`src/rtl/mips_pkg.sv`:
```
// rtl/mips_pkg.sv - shared pipeline widths and control-bit layout
package mips_pkg;

    localparam int DATA_W  = 32;
    localparam int ADDR_W  = 6;
    localparam int ALUOP_W = 4;
    localparam int CTRL_W  = 5;

    // Bit positions inside the {alu_src, mem_read, mem_write, reg_write, mem_to_reg} control word
    localparam int CTRL_ALU_SRC    = 4;
    localparam int CTRL_MEM_READ   = 3;
    localparam int CTRL_MEM_WRITE  = 2;
    localparam int CTRL_REG_WRITE  = 1;
    localparam int CTRL_MEM_TO_REG = 0;

    localparam logic [CTRL_W-1:0] BUBBLE_CTRL = '0;

endpackage

```
`src/rtl/id_ex_stage_if.sv`:
```
// rtl/id_ex_stage_if.sv - decode, writeback and execute signals of the ID/EX register
interface id_ex_stage_if #(
    parameter int DATA_W  = mips_pkg::DATA_W,
    parameter int ADDR_W  = mips_pkg::ADDR_W,
    parameter int ALUOP_W = mips_pkg::ALUOP_W,
    parameter int CNT_W   = 16
);
    logic                        id_valid;
    logic [ADDR_W-1:0]           id_rs;
    logic [ADDR_W-1:0]           id_rt;
    logic [ADDR_W-1:0]           id_rd;
    logic                        id_use_rs;
    logic                        id_use_rt;
    logic [DATA_W-1:0]           id_data1;
    logic [DATA_W-1:0]           id_data2;
    logic [DATA_W-1:0]           id_imm;
    logic [DATA_W-1:0]           id_pc4;
    logic [ALUOP_W-1:0]          id_aluop;
    logic [mips_pkg::CTRL_W-1:0] id_ctrl;
    logic                        wb_reg_write;
    logic [ADDR_W-1:0]           wb_addr;
    logic [DATA_W-1:0]           wb_data;
    logic                        flush;
    logic                        hold;
    logic                        stall_id;
    logic                        ex_valid;
    logic [ADDR_W-1:0]           ex_rs;
    logic [ADDR_W-1:0]           ex_rt;
    logic [ADDR_W-1:0]           ex_rd;
    logic [DATA_W-1:0]           ex_data1;
    logic [DATA_W-1:0]           ex_data2;
    logic [DATA_W-1:0]           ex_imm;
    logic [DATA_W-1:0]           ex_pc4;
    logic [ALUOP_W-1:0]          ex_aluop;
    logic [mips_pkg::CTRL_W-1:0] ex_ctrl;
    logic [CNT_W-1:0]            bubble_cnt;

    modport master (
        output id_valid, id_rs, id_rt, id_rd, id_use_rs, id_use_rt,
               id_data1, id_data2, id_imm, id_pc4, id_aluop, id_ctrl,
               wb_reg_write, wb_addr, wb_data, flush, hold,
        input  stall_id, ex_valid, ex_rs, ex_rt, ex_rd, ex_data1, ex_data2,
               ex_imm, ex_pc4, ex_aluop, ex_ctrl, bubble_cnt
    );

    modport slave (
        input  id_valid, id_rs, id_rt, id_rd, id_use_rs, id_use_rt,
               id_data1, id_data2, id_imm, id_pc4, id_aluop, id_ctrl,
               wb_reg_write, wb_addr, wb_data, flush, hold,
        output stall_id, ex_valid, ex_rs, ex_rt, ex_rd, ex_data1, ex_data2,
               ex_imm, ex_pc4, ex_aluop, ex_ctrl, bubble_cnt
    );

endinterface

```
`src/rtl/id_ex_stage_hazard_detect.sv`:
```
// rtl/id_ex_stage_hazard_detect.sv - load-use hazard and decode stall generation
module hazard_detect #(
    parameter int ADDR_W = mips_pkg::ADDR_W
) (
    input  logic              ex_valid_i,
    input  logic              ex_mem_read_i,
    input  logic [ADDR_W-1:0] ex_rd_i,
    input  logic              id_valid_i,
    input  logic              id_use_rs_i,
    input  logic              id_use_rt_i,
    input  logic [ADDR_W-1:0] id_rs_i,
    input  logic [ADDR_W-1:0] id_rt_i,
    input  logic              hold_i,
    output logic              ld_use_o,
    output logic              stall_o
);

    logic load_in_ex;
    logic rs_dep;
    logic rt_dep;

    // Register 0 is hardwired, so a load targeting it never produces a dependency
    assign load_in_ex = ex_valid_i & ex_mem_read_i & (ex_rd_i != '0);
    assign rs_dep     = id_use_rs_i & (id_rs_i == ex_rd_i);
    assign rt_dep     = id_use_rt_i & (id_rt_i == ex_rd_i);
    assign ld_use_o   = load_in_ex & id_valid_i & (rs_dep | rt_dep);
    assign stall_o    = ld_use_o | hold_i;

endmodule

```
`src/rtl/id_ex_stage.sv`:
```
// rtl/id_ex_stage.sv - ID/EX pipeline register with writeback bypass, load-use bubbles and flush/hold
module id_ex_stage
    import mips_pkg::*;
#(
    parameter int DATA_W  = mips_pkg::DATA_W,
    parameter int ADDR_W  = mips_pkg::ADDR_W,
    parameter int ALUOP_W = mips_pkg::ALUOP_W,
    parameter int CNT_W   = 16
) (
    input  logic         clk,
    input  logic         rst_n,
    id_ex_stage_if.slave bus
);

    logic                ex_valid_q, ex_valid_d;
    logic [ADDR_W-1:0]   ex_rs_q, ex_rs_d;
    logic [ADDR_W-1:0]   ex_rt_q, ex_rt_d;
    logic [ADDR_W-1:0]   ex_rd_q, ex_rd_d;
    logic [DATA_W-1:0]   ex_data1_q, ex_data1_d;
    logic [DATA_W-1:0]   ex_data2_q, ex_data2_d;
    logic [DATA_W-1:0]   ex_imm_q, ex_imm_d;
    logic [DATA_W-1:0]   ex_pc4_q, ex_pc4_d;
    logic [ALUOP_W-1:0]  ex_aluop_q, ex_aluop_d;
    logic [CTRL_W-1:0]   ex_ctrl_q, ex_ctrl_d;
    logic [CNT_W-1:0]    bubble_cnt_q, bubble_cnt_d;
    logic                ld_use;
    logic [DATA_W-1:0]   op1;
    logic [DATA_W-1:0]   op2;

    hazard_detect #(.ADDR_W(ADDR_W)) u_hazard (
        .ex_valid_i    (ex_valid_q),
        .ex_mem_read_i (ex_ctrl_q[CTRL_MEM_READ]),
        .ex_rd_i       (ex_rd_q),
        .id_valid_i    (bus.id_valid),
        .id_use_rs_i   (bus.id_use_rs),
        .id_use_rt_i   (bus.id_use_rt),
        .id_rs_i       (bus.id_rs),
        .id_rt_i       (bus.id_rt),
        .hold_i        (bus.hold),
        .ld_use_o      (ld_use),
        .stall_o       (bus.stall_id)
    );

    // Register file reads and writes share a cycle; the write is not yet visible on the read ports
    always_comb begin
        op1 = bus.id_data1;
        op2 = bus.id_data2;
        if (bus.id_rs == '0) begin
            op1 = '0;
        end else if (bus.wb_reg_write && bus.wb_addr == bus.id_rs) begin
            op1 = bus.wb_data;
        end
        if (bus.id_rt == '0) begin
            op2 = '0;
        end else if (bus.wb_reg_write && bus.wb_addr == bus.id_rt) begin
            op2 = bus.wb_data;
        end
    end

    always_comb begin
        ex_valid_d   = ex_valid_q;
        ex_rs_d      = ex_rs_q;
        ex_rt_d      = ex_rt_q;
        ex_rd_d      = ex_rd_q;
        ex_data1_d   = ex_data1_q;
        ex_data2_d   = ex_data2_q;
        ex_imm_d     = ex_imm_q;
        ex_pc4_d     = ex_pc4_q;
        ex_aluop_d   = ex_aluop_q;
        ex_ctrl_d    = ex_ctrl_q;
        bubble_cnt_d = bubble_cnt_q;
        if (bus.flush || (!bus.hold && ld_use)) begin
            ex_valid_d = 1'b0;
            ex_rs_d    = '0;
            ex_rt_d    = '0;
            ex_rd_d    = '0;
            ex_data1_d = '0;
            ex_data2_d = '0;
            ex_imm_d   = '0;
            ex_pc4_d   = '0;
            ex_aluop_d = '0;
            ex_ctrl_d  = BUBBLE_CTRL;
            // Only load-use bubbles are counted; flushes are branch cost, not hazard cost
            if (!bus.flush && bubble_cnt_q != {CNT_W{1'b1}}) begin
                bubble_cnt_d = bubble_cnt_q + CNT_W'(1);
            end
        end else if (!bus.hold) begin
            ex_valid_d = bus.id_valid;
            ex_rs_d    = bus.id_rs;
            ex_rt_d    = bus.id_rt;
            ex_rd_d    = bus.id_rd;
            ex_data1_d = op1;
            ex_data2_d = op2;
            ex_imm_d   = bus.id_imm;
            ex_pc4_d   = bus.id_pc4;
            ex_aluop_d = bus.id_aluop;
            ex_ctrl_d  = bus.id_valid ? bus.id_ctrl : BUBBLE_CTRL;
        end
    end

    always_ff @(posedge clk or negedge rst_n) begin
        if (!rst_n) begin
            ex_valid_q   <= 1'b0;
            ex_rs_q      <= '0;
            ex_rt_q      <= '0;
            ex_rd_q      <= '0;
            ex_data1_q   <= '0;
            ex_data2_q   <= '0;
            ex_imm_q     <= '0;
            ex_pc4_q     <= '0;
            ex_aluop_q   <= '0;
            ex_ctrl_q    <= BUBBLE_CTRL;
            bubble_cnt_q <= '0;
        end else begin
            ex_valid_q   <= ex_valid_d;
            ex_rs_q      <= ex_rs_d;
            ex_rt_q      <= ex_rt_d;
            ex_rd_q      <= ex_rd_d;
            ex_data1_q   <= ex_data1_d;
            ex_data2_q   <= ex_data2_d;
            ex_imm_q     <= ex_imm_d;
            ex_pc4_q     <= ex_pc4_d;
            ex_aluop_q   <= ex_aluop_d;
            ex_ctrl_q    <= ex_ctrl_d;
            bubble_cnt_q <= bubble_cnt_d;
        end
    end

    assign bus.ex_valid   = ex_valid_q;
    assign bus.ex_rs      = ex_rs_q;
    assign bus.ex_rt      = ex_rt_q;
    assign bus.ex_rd      = ex_rd_q;
    assign bus.ex_data1   = ex_data1_q;
    assign bus.ex_data2   = ex_data2_q;
    assign bus.ex_imm     = ex_imm_q;
    assign bus.ex_pc4     = ex_pc4_q;
    assign bus.ex_aluop   = ex_aluop_q;
    assign bus.ex_ctrl    = ex_ctrl_q;
    assign bus.bubble_cnt = bubble_cnt_q;

endmodule

```
`src/flat_wrapper.sv`:
```
// flat-port wrapper written by rule: the top's interface ports become plain ports
module id_ex_stage_flat import mips_pkg::*;
#(
    parameter int DATA_W  = mips_pkg::DATA_W,
    parameter int ADDR_W  = mips_pkg::ADDR_W,
    parameter int ALUOP_W = mips_pkg::ALUOP_W,
    parameter int CNT_W   = 16
)
  (clk, rst_n, bus_id_valid, bus_id_rs, bus_id_rt, bus_id_rd, bus_id_use_rs, bus_id_use_rt, bus_id_data1, bus_id_data2, bus_id_imm, bus_id_pc4, bus_id_aluop, bus_id_ctrl, bus_wb_reg_write, bus_wb_addr, bus_wb_data, bus_flush, bus_hold, bus_stall_id, bus_ex_valid, bus_ex_rs, bus_ex_rt, bus_ex_rd, bus_ex_data1, bus_ex_data2, bus_ex_imm, bus_ex_pc4, bus_ex_aluop, bus_ex_ctrl, bus_bubble_cnt);
  id_ex_stage_if #(.DATA_W(DATA_W), .ADDR_W(ADDR_W), .ALUOP_W(ALUOP_W), .CNT_W(CNT_W)) bus_i ();
  input  logic clk;
  input  logic rst_n;
  input wire logic [$bits(bus_i.id_valid)-1:0] bus_id_valid;
  input wire logic [$bits(bus_i.id_rs)-1:0] bus_id_rs;
  input wire logic [$bits(bus_i.id_rt)-1:0] bus_id_rt;
  input wire logic [$bits(bus_i.id_rd)-1:0] bus_id_rd;
  input wire logic [$bits(bus_i.id_use_rs)-1:0] bus_id_use_rs;
  input wire logic [$bits(bus_i.id_use_rt)-1:0] bus_id_use_rt;
  input wire logic [$bits(bus_i.id_data1)-1:0] bus_id_data1;
  input wire logic [$bits(bus_i.id_data2)-1:0] bus_id_data2;
  input wire logic [$bits(bus_i.id_imm)-1:0] bus_id_imm;
  input wire logic [$bits(bus_i.id_pc4)-1:0] bus_id_pc4;
  input wire logic [$bits(bus_i.id_aluop)-1:0] bus_id_aluop;
  input wire logic [$bits(bus_i.id_ctrl)-1:0] bus_id_ctrl;
  input wire logic [$bits(bus_i.wb_reg_write)-1:0] bus_wb_reg_write;
  input wire logic [$bits(bus_i.wb_addr)-1:0] bus_wb_addr;
  input wire logic [$bits(bus_i.wb_data)-1:0] bus_wb_data;
  input wire logic [$bits(bus_i.flush)-1:0] bus_flush;
  input wire logic [$bits(bus_i.hold)-1:0] bus_hold;
  output wire logic [$bits(bus_i.stall_id)-1:0] bus_stall_id;
  output wire logic [$bits(bus_i.ex_valid)-1:0] bus_ex_valid;
  output wire logic [$bits(bus_i.ex_rs)-1:0] bus_ex_rs;
  output wire logic [$bits(bus_i.ex_rt)-1:0] bus_ex_rt;
  output wire logic [$bits(bus_i.ex_rd)-1:0] bus_ex_rd;
  output wire logic [$bits(bus_i.ex_data1)-1:0] bus_ex_data1;
  output wire logic [$bits(bus_i.ex_data2)-1:0] bus_ex_data2;
  output wire logic [$bits(bus_i.ex_imm)-1:0] bus_ex_imm;
  output wire logic [$bits(bus_i.ex_pc4)-1:0] bus_ex_pc4;
  output wire logic [$bits(bus_i.ex_aluop)-1:0] bus_ex_aluop;
  output wire logic [$bits(bus_i.ex_ctrl)-1:0] bus_ex_ctrl;
  output wire logic [$bits(bus_i.bubble_cnt)-1:0] bus_bubble_cnt;
  assign bus_i.id_valid = bus_id_valid;
  assign bus_i.id_rs = bus_id_rs;
  assign bus_i.id_rt = bus_id_rt;
  assign bus_i.id_rd = bus_id_rd;
  assign bus_i.id_use_rs = bus_id_use_rs;
  assign bus_i.id_use_rt = bus_id_use_rt;
  assign bus_i.id_data1 = bus_id_data1;
  assign bus_i.id_data2 = bus_id_data2;
  assign bus_i.id_imm = bus_id_imm;
  assign bus_i.id_pc4 = bus_id_pc4;
  assign bus_i.id_aluop = bus_id_aluop;
  assign bus_i.id_ctrl = bus_id_ctrl;
  assign bus_i.wb_reg_write = bus_wb_reg_write;
  assign bus_i.wb_addr = bus_wb_addr;
  assign bus_i.wb_data = bus_wb_data;
  assign bus_i.flush = bus_flush;
  assign bus_i.hold = bus_hold;
  assign bus_stall_id = bus_i.stall_id;
  assign bus_ex_valid = bus_i.ex_valid;
  assign bus_ex_rs = bus_i.ex_rs;
  assign bus_ex_rt = bus_i.ex_rt;
  assign bus_ex_rd = bus_i.ex_rd;
  assign bus_ex_data1 = bus_i.ex_data1;
  assign bus_ex_data2 = bus_i.ex_data2;
  assign bus_ex_imm = bus_i.ex_imm;
  assign bus_ex_pc4 = bus_i.ex_pc4;
  assign bus_ex_aluop = bus_i.ex_aluop;
  assign bus_ex_ctrl = bus_i.ex_ctrl;
  assign bus_bubble_cnt = bus_i.bubble_cnt;
  id_ex_stage #(.DATA_W(DATA_W), .ADDR_W(ADDR_W), .ALUOP_W(ALUOP_W), .CNT_W(CNT_W)) u_core (.clk(clk), .rst_n(rst_n), .bus(bus_i));
endmodule
```
`config.mk`:
```
export PLATFORM = sky130hd
export DESIGN_NAME = id_ex_stage_flat
export DESIGN_NICKNAME = d
export VERILOG_FILES = /design/src/rtl/mips_pkg.sv /design/src/rtl/id_ex_stage_if.sv /design/src/rtl/id_ex_stage_hazard_detect.sv /design/src/rtl/id_ex_stage.sv /design/src/flat_wrapper.sv
export SDC_FILE = /design/constraint.sdc
export NUM_CORES = 1
export LEC_CHECK = 0
export ABC_AREA = 1
export BUFFER_PORTS_ARGS = -buffer_cell sky130_fd_sc_hd__clkbuf_2
export CORE_MARGIN = 2
export CORE_UTILIZATION = 29
export DETAILED_ROUTE_END_ITERATION = 8
export REMOVE_ABC_BUFFERS = 1
export SKIP_LAST_GASP = 1
export SLEW_MARGIN = 20
export SYNTH_ARGS = -nofsm -noshare
export SYNTH_HDL_FRONTEND = slang
export SYNTH_SLANG_ARGS = --single-unit
```
`constraint.sdc`:
```
create_clock -name clk -period 2.1 [get_ports clk]
set_input_delay 0.21 -clock clk [delete_from_list [all_inputs] [get_ports clk]]
set_output_delay 0.21 -clock clk [all_outputs]
set_load 0.1 [all_outputs]
```
# == Word level (Yosys, flattened, before mapping) ==
# Index checks and enable logic that the tools add are counted.
# word_totals
register_bits,172
input_bits,201
out_inout_bits,173
# op_classes
add_sub_neg,1
eq_ne,6
mux,25
bitwise_logic,8
n_reduce_logical,11
# ops
op,n
$mux 32,12
$mux 6,6
$eq 6x6->1,4
$add 16x1->16 const B,1
$ne 16x16->1 const B,1
$mux 5,3
$logic_not 6->1,2
$mux 4,2
$and 1x1->1,6
$reduce_bool 6->1,1
$logic_and 1x1->1,4
$logic_not 1->1,2
$mux 1,2
$ne 2x1->1 const B,1
$or 1x1->1,2
$reduce_and 2->1,1
$logic_or 1x1->1,1

# == Logic depth before layout (Yosys ltp) ==
# logic_depth
depth_word,7
depth_mapped,14
depth_no_buf,13

# == Hierarchy ==
# Synthesis repeated with hierarchy kept, for this count alone.
# hier_totals
hier_cells,1007
hier_area_um2,8380.5
# by_module_without_submodules
mod,instances,cells_each,area_each_um2,seq_area_each_um2
id_ex_stage,1,936,8096.5,4304.1
hazard_detect,1,71,284.0,0.0

# == Worst setup path before layout ==
# No wires, ideal clock.
# synth_path
kind,register -> register
start,register u_core.ex_rd_q[3] (netlist: u_core.bus.ex_rd[3])
end,register u_core.ex_imm_q[26] (netlist: u_core.bus.ex_imm[26])
setup_time_ns,0.148
t_arrival_ns,2.342
path_slack_ns,-0.389
path_stages_with_launch,13
synth_period_minus_slack_ns,2.489
cell_sequence,dfrtp_1 > inv_1 > nand2_1 > nand2_1 > inv_1 > nand2_1 > nor2_1 > nand2_1 > nand2_1 > nand2_2 > nand2_2 > buf_2 > o21ai_0
# synth_via
elab_chain_cells,7
word_cells_on_any_way,13
classes_between,eq/ne (3); mux (1); bitwise (6); reduce/logical (3)
# synth_rtl
element,line_no,source
start: declaration,id_ex_stage.sv:18,"logic [ADDR_W-1:0] ex_rd_q, ex_rd_d;"
start signal: assignment,id_ex_stage.sv:118,ex_rd_q <= ex_rd_d;
"$eq 6x6->1, or another cell as far along",id_ex_stage_hazard_detect.sv:24,assign rs_dep = id_use_rs_i & (id_rs_i == ex_rd_i);
"$and 1x1->1, on equally long branches","id_ex_stage_hazard_detect.sv:24, id_ex_stage_hazard_detect.sv:23, id_ex_stage_hazard_detect.sv:25",
$or 1x1->1 / $and 1x1->1 (equally long branches),id_ex_stage_hazard_detect.sv:26,assign ld_use_o = load_in_ex & id_valid_i & (rs_dep | rt_dep);
$and 1x1->1 *,id_ex_stage_hazard_detect.sv:26,
$logic_and 1x1->1 *,id_ex_stage.sv:72,if (bus.flush || (!bus.hold && ld_use)) begin
$logic_or 1x1->1 *,id_ex_stage.sv:72,
$ne 2x1->1 (no line) / $mux 32 (equally long branches),n/a,
end signal: assignment,id_ex_stage.sv:121,ex_imm_q <= ex_imm_d;
end: declaration,id_ex_stage.sv:21,"logic [DATA_W-1:0] ex_imm_q, ex_imm_d;"
# Mark *: on every way between the ends. The rest lies on a longest branch, timed or not.
# A chain may end at the register's enable or synchronous reset.

# == Worst setup path after layout ==
# layout_path
start,register u_core.ex_rd_q[0] (netlist: u_core.bus.ex_rd[0])
end,output bus_stall_id
# layout_via
elab_chain_cells,5
word_cells_on_any_way,10
classes_between,eq/ne (2); bitwise (7); reduce/logical (1)
# layout_rtl
element,line_no,source
"$eq 6x6->1, or another cell as far along",id_ex_stage_hazard_detect.sv:24,
"$and 1x1->1, on equally long branches","id_ex_stage_hazard_detect.sv:24, id_ex_stage_hazard_detect.sv:23, id_ex_stage_hazard_detect.sv:25",
$or 1x1->1 / $and 1x1->1 (equally long branches),id_ex_stage_hazard_detect.sv:26,
$and 1x1->1 *,id_ex_stage_hazard_detect.sv:26,
$or 1x1->1 *,id_ex_stage_hazard_detect.sv:27,assign stall_o = ld_use_o | hold_i;
end: declaration,flat_wrapper.sv:30,output wire logic [$bits(bus_i.stall_id)-1:0] bus_stall_id;
# Marked as above.

==> impl_table.tex <==
\begin{tabular}{lr}
\hline
Metric & Value \\
\hline
\multicolumn{2}{l}{\textbf{Worst hold path}} \\
\quad Type of the tightest min-delay check & in2reg \\
\quad Hold Startpoint & bus\_id\_imm[8] \\
\quad Worst-case hold path end point & u\_core.bus.ex\_imm[8] \\
\quad Hold Crit Depth & 3 \\
\multicolumn{2}{l}{\textbf{Floorplan}} \\
\quad Area of the placeable core & 28,600 um\^{}2 \\
\quad X dimension of the die & 174 um \\
\quad I/O pin cnt & 374 \\
\quad Initial standard-cell utilization of the core & 29.4\% \\
\quad Die area & 30,400 um\^{}2 \\
\quad Vertical die dimension & 174 um \\
\quad Floorplan row count & 62 \\
\multicolumn{2}{l}{\textbf{Timing}} \\
\quad Setup repair after global routing missed its margin & no \\
\quad Number of hold violations in the final report & 0 \\
\quad Crit share post-route & 91.2\% \\
\quad Tightest slew margin relative to the limit & 46.1\% \\
\quad Final setup skew & 0.00922 ns \\
\quad Setup-failing EPs final & 0 \\
\quad Hold Slack & 0.0215 ns \\
\quad Worst Tran Pin Value & 0.809 ns \\
\quad Final slew viol count & 0 \\
\quad PnR worst setup slack & 0.184 ns \\
\quad Maximum clock rate & 0.522 GHz \\
\quad Min cycle time layout & 1.92 ns \\
\multicolumn{2}{l}{\textbf{Synthesis}} \\
\quad Fraction of post-synthesis cell area in the top cell type by area & 51.1\% \\
\quad Post-Synthesis Cell Area & 8430 um\^{}2 \\
\quad Gate count after technology mapping & 1,139 \\
\quad Area leader, netlist & dfrtp\_1 \\
\quad Post-synthesis cell type count & 35 \\
\quad Register area share after synthesis & 51.1\% \\
\quad Syn avg cell area & 7.40 um\^{}2 \\
\quad Top cells by area in the synthesized netlist & dfrtp\_1, nand2\_1, o21ai\_0, nand3\_1, nor2\_1 \\
\quad Number of storage elements in the synthesis netlist & 172 \\
\quad Synthesis Warnings & 0 \\
\multicolumn{2}{l}{\textbf{Setup path}} \\
\quad Nature of the critical path endpoint & output port \\
\quad Worst reg-to-reg setup slack & 0.30 ns \\
\quad Reg2Reg Depth & 11 \\
\quad Highest net fanout along the worst path & 5 \\
\quad Launch point of the worst reg-to-reg path & u\_core.bus.bubble\_cnt[0] \\
\quad Data arrival, critical path & 1.71 ns \\
\quad Data required time of the critical path & 1.89 ns \\
\quad Reg-to-Reg End & u\_core.bus.bubble\_cnt[15] \\
\quad Category of the worst setup path launch point & register \\
\quad Startpoint-to-endpoint class of the critical path & reg2out \\
\multicolumn{2}{l}{\textbf{Clocking}} \\
\quad Max H-tree Level & 4 \\
\quad Worst-Skew Late Latency & 0.43 ns \\
\quad Clock tree from TritonCTS & done \\
\quad Clock Sinks & 172 \\
\quad Buffers from clock root to sink, at most & 2 \\
\quad Number of buffers created by CTS & 17 \\
\quad Clock root buffer & clkbuf\_16 \\
\quad Clock-pin transition on the worst setup and hold timing paths & 0.07 ns \\
\multicolumn{2}{l}{\textbf{Layout}} \\
\quad Share of layout cells above drive strength 1 & 30.0\% \\
\quad Cell Count, Final, Fillers Out & 1,915 \\
\quad Final instance area & 11,600 um\^{}2 \\
\quad Layout area overhead & 38.0\% \\
\quad Net count, final & 1,719 \\
\multicolumn{2}{l}{\textbf{Run status}} \\
\quad Run status & completed \\
\multicolumn{2}{l}{\textbf{Placement}} \\
\quad Placed Instances & 1,857 \\
\quad Pre-CTS setup slack & 0.241 ns \\
\quad Number of buffers added on ports & 373 \\
\quad GP Congestion & 0.871 \\
\quad Post-detailed-placement cell area & 10,800 um\^{}2 \\
\quad Detailed placer's ending HPWL & 20,800 um \\
\multicolumn{2}{l}{\textbf{Global route}} \\
\quad Met1 demand-to-capacity share in global routing & 24.0\% \\
\quad Fraction of met2 tracks used by global routing & 31.4\% \\
\quad Gr ovfl total & 0 \\
\quad Maximum number of pins on one net before global-route repair & 157 \\
\quad Via count of the first global-routing pass & 8,219 \\
\quad Peak-usage layer in the global routing report & met2 \\
\quad Wire length of the first global-routing pass & 44,700 um \\
\quad Global-route track usage on met3 & 3.17\% \\
\quad Antenna violations before repair & 1 \\
\quad Overall fraction of global-route tracks in use & 18.7\% \\
\multicolumn{2}{l}{\textbf{Detailed routing}} \\
\quad Remaining antenna violation count after routing & 0 \\
\quad Average wire length per cell after detail routing & 15.1 um \\
\quad Drt pass-1 iters & 5 \\
\quad Number of DRC markers after the initial detailed-route iteration & 463 \\
\quad Vias post-DR & 8,639 \\
\quad Vias per Instance & 4.51 \\
\quad Remaining routing DRC violations & 0 \\
\quad Post-Route WL & 28,800 um \\
\multicolumn{2}{l}{\textbf{Pwr}} \\
\quad Power Density & 866 nW/um\^{}2 \\
\quad Leakage power summed over all cells & 0.00650 uW \\
\quad Maximum vdd ir drop & 0.000807 V \\
\multicolumn{2}{l}{\textbf{Run}} \\
\quad \# Max-Cap Violations & 0 \\
\hline
\end{tabular}
## Yosys cell counts
cell      instances
nand2_1         518
dfrtp_1         172
o21ai_0         112
nor2_1           78
inv_1            68
nand3_1          66
clkbuf_1         27
buf_2            18
inv_2            12
a21oi_1           7
buf_6             7
buf_4             6
nand4_1           5
nor3_1            5
xor2_1            5
buf_1             3
nand2_2           3
nand2_4           3
o21ai_1           3
o22ai_1           3
xnor2_1           3
a21boi_1          2
clkinv_1          1
ha_1              1
nor2_2            1
nor2_4            1
nor3_2            1
nor3b_1           1
nor3b_2           1
nor4_1            1
o211ai_1          1
o21bai_1          1
o31ai_1           1
or2_1             1
or2_2             1
## power breakdown
part | leakage, uW | internal, uW | switching [uW] | total (uW)
clock | 0.000284 | 1790 | 1430 | 3230
combinational | 0.00396 | 578 | 2540 | 3120
sequential | 0.00226 | 3550 | 172 | 3720
## worst max path at each step
stage,slack (ns),to,depth (start not counted),startpoint
3_3_place_gp,0.29,u_core.bus.ex_data1[16],13,u_core.bus.ex_rd[3]
3_5_place_dp,0.24,u_core.bus.ex_imm[30],12,u_core.bus.ex_rd[3]
4_1_cts,0.06,bus_stall_id,10,u_core.bus.ex_rd[2]
6_report,0.18,bus_stall_id,9,u_core.bus.ex_rd[0]
2_1_floorplan,-4.97,u_core.bus.ex_data1[31],7,bus_hold
5_1_grt,0.007,bus_stall_id,11,u_core.bus.ex_rd[0]
## per-layer routing
metal / share of wire (%) / up-vias
li1: - / 4294
met1: 44 / 4034
met2: 49 / 268
met3: 4.8 / 43
met4: 2.9 / 0
met5: 0 / -
## critical path: stages, from the launching register on
cell	delay, ns
dfrtp_1	0.43
inv_2	0.06
nand2_1	0.06
nand3_1	0.09
nor2_1	0.11
nand2_1	0.07
nand2_2	0.09
nand2_4	0.08
nand2_8	0.10
buf_12	0.17
## registers in the layout, indices dropped and copies added, names as in the netlist
| register | count |
|---|---|
| u_core.bus.ex_aluop | 4 |
| u_core.bus.bubble_cnt | 16 |
| u_core.bus.ex_data1 | 32 |
| u_core.bus.ex_rt | 6 |
| u_core.bus.ex_rs | 6 |
| u_core.bus.ex_imm | 32 |
| u_core.bus.ex_valid | 1 |
| u_core.bus.ex_data2 | 32 |
| u_core.bus.ex_ctrl | 5 |
| u_core.bus.ex_rd | 6 |
| u_core.bus.ex_pc4 | 32 |
## cell type report
cell class                      instances  area [um^2]
Sequential cell                       172         4310
Clock inverter                         13          143
Tap cell                              384          480
Clock buffer                           19          443
Antenna cell                            1         2.50
Fill cell                            2971        17000
Inverter                               81          304
Multi-Input combinational cell        825         3520
Timing Repair Buffer                  420         2430
## kinds of logic (layout without fill, tap and decap cells)
kind of cell	Yosys count	in the layout	share of synthesized area, %
adder cells (fa/ha/maj)	1	1	0.148
XOR/XNOR	8	8	0.832
other	0	1	0
buffers and inverters	142	533	7.48
AND/OR/NAND/NOR	686	686	32.5
AO/OA/AOI/OAI	130	130	7.91
flip-flops	172	172	51.1
## placed cells by master (no fill, tap or decap), drive strengths merged, types with 7 or more instances in the layout
cell         netlist  final
a21oi              7      7
buf               34     28
clkbuf            27    390
clkinv             1      8
dfrtp            172    172
dlygate4sd3        0     21
inv               80     82
nand2            524    524
nand3             66     66
nor2              80     80
o21ai            115    115
## metrics by stage
| step | total power [uW] | util (%) | setup TNS (ns) |
|---|---|---|---|
| 6_report | 10100 | 40.6 | 0 |
| 3_5_place_dp | 6870 | 37.7 | 0 |
| 2_1_floorplan | 6050 | - | -613.71 |
| 5_1_grt | 10500 | 40.6 | 0 |
| 3_3_place_gp | 6860 | 37.7 | 0 |
| 4_1_cts | 10200 | 40.5 | 0 |
## what timing repair did
action | CTS | global route
resized for setup | 2 | 5
buffers inserted | 1 | 3
hold buffers | 21 | 0
endpoints found under the setup margin | 1 | 1
hold endpoints to repair | 75 | 0
pin swaps | 1 | 0
Note: power is estimated with default switching activity, not from simulation.
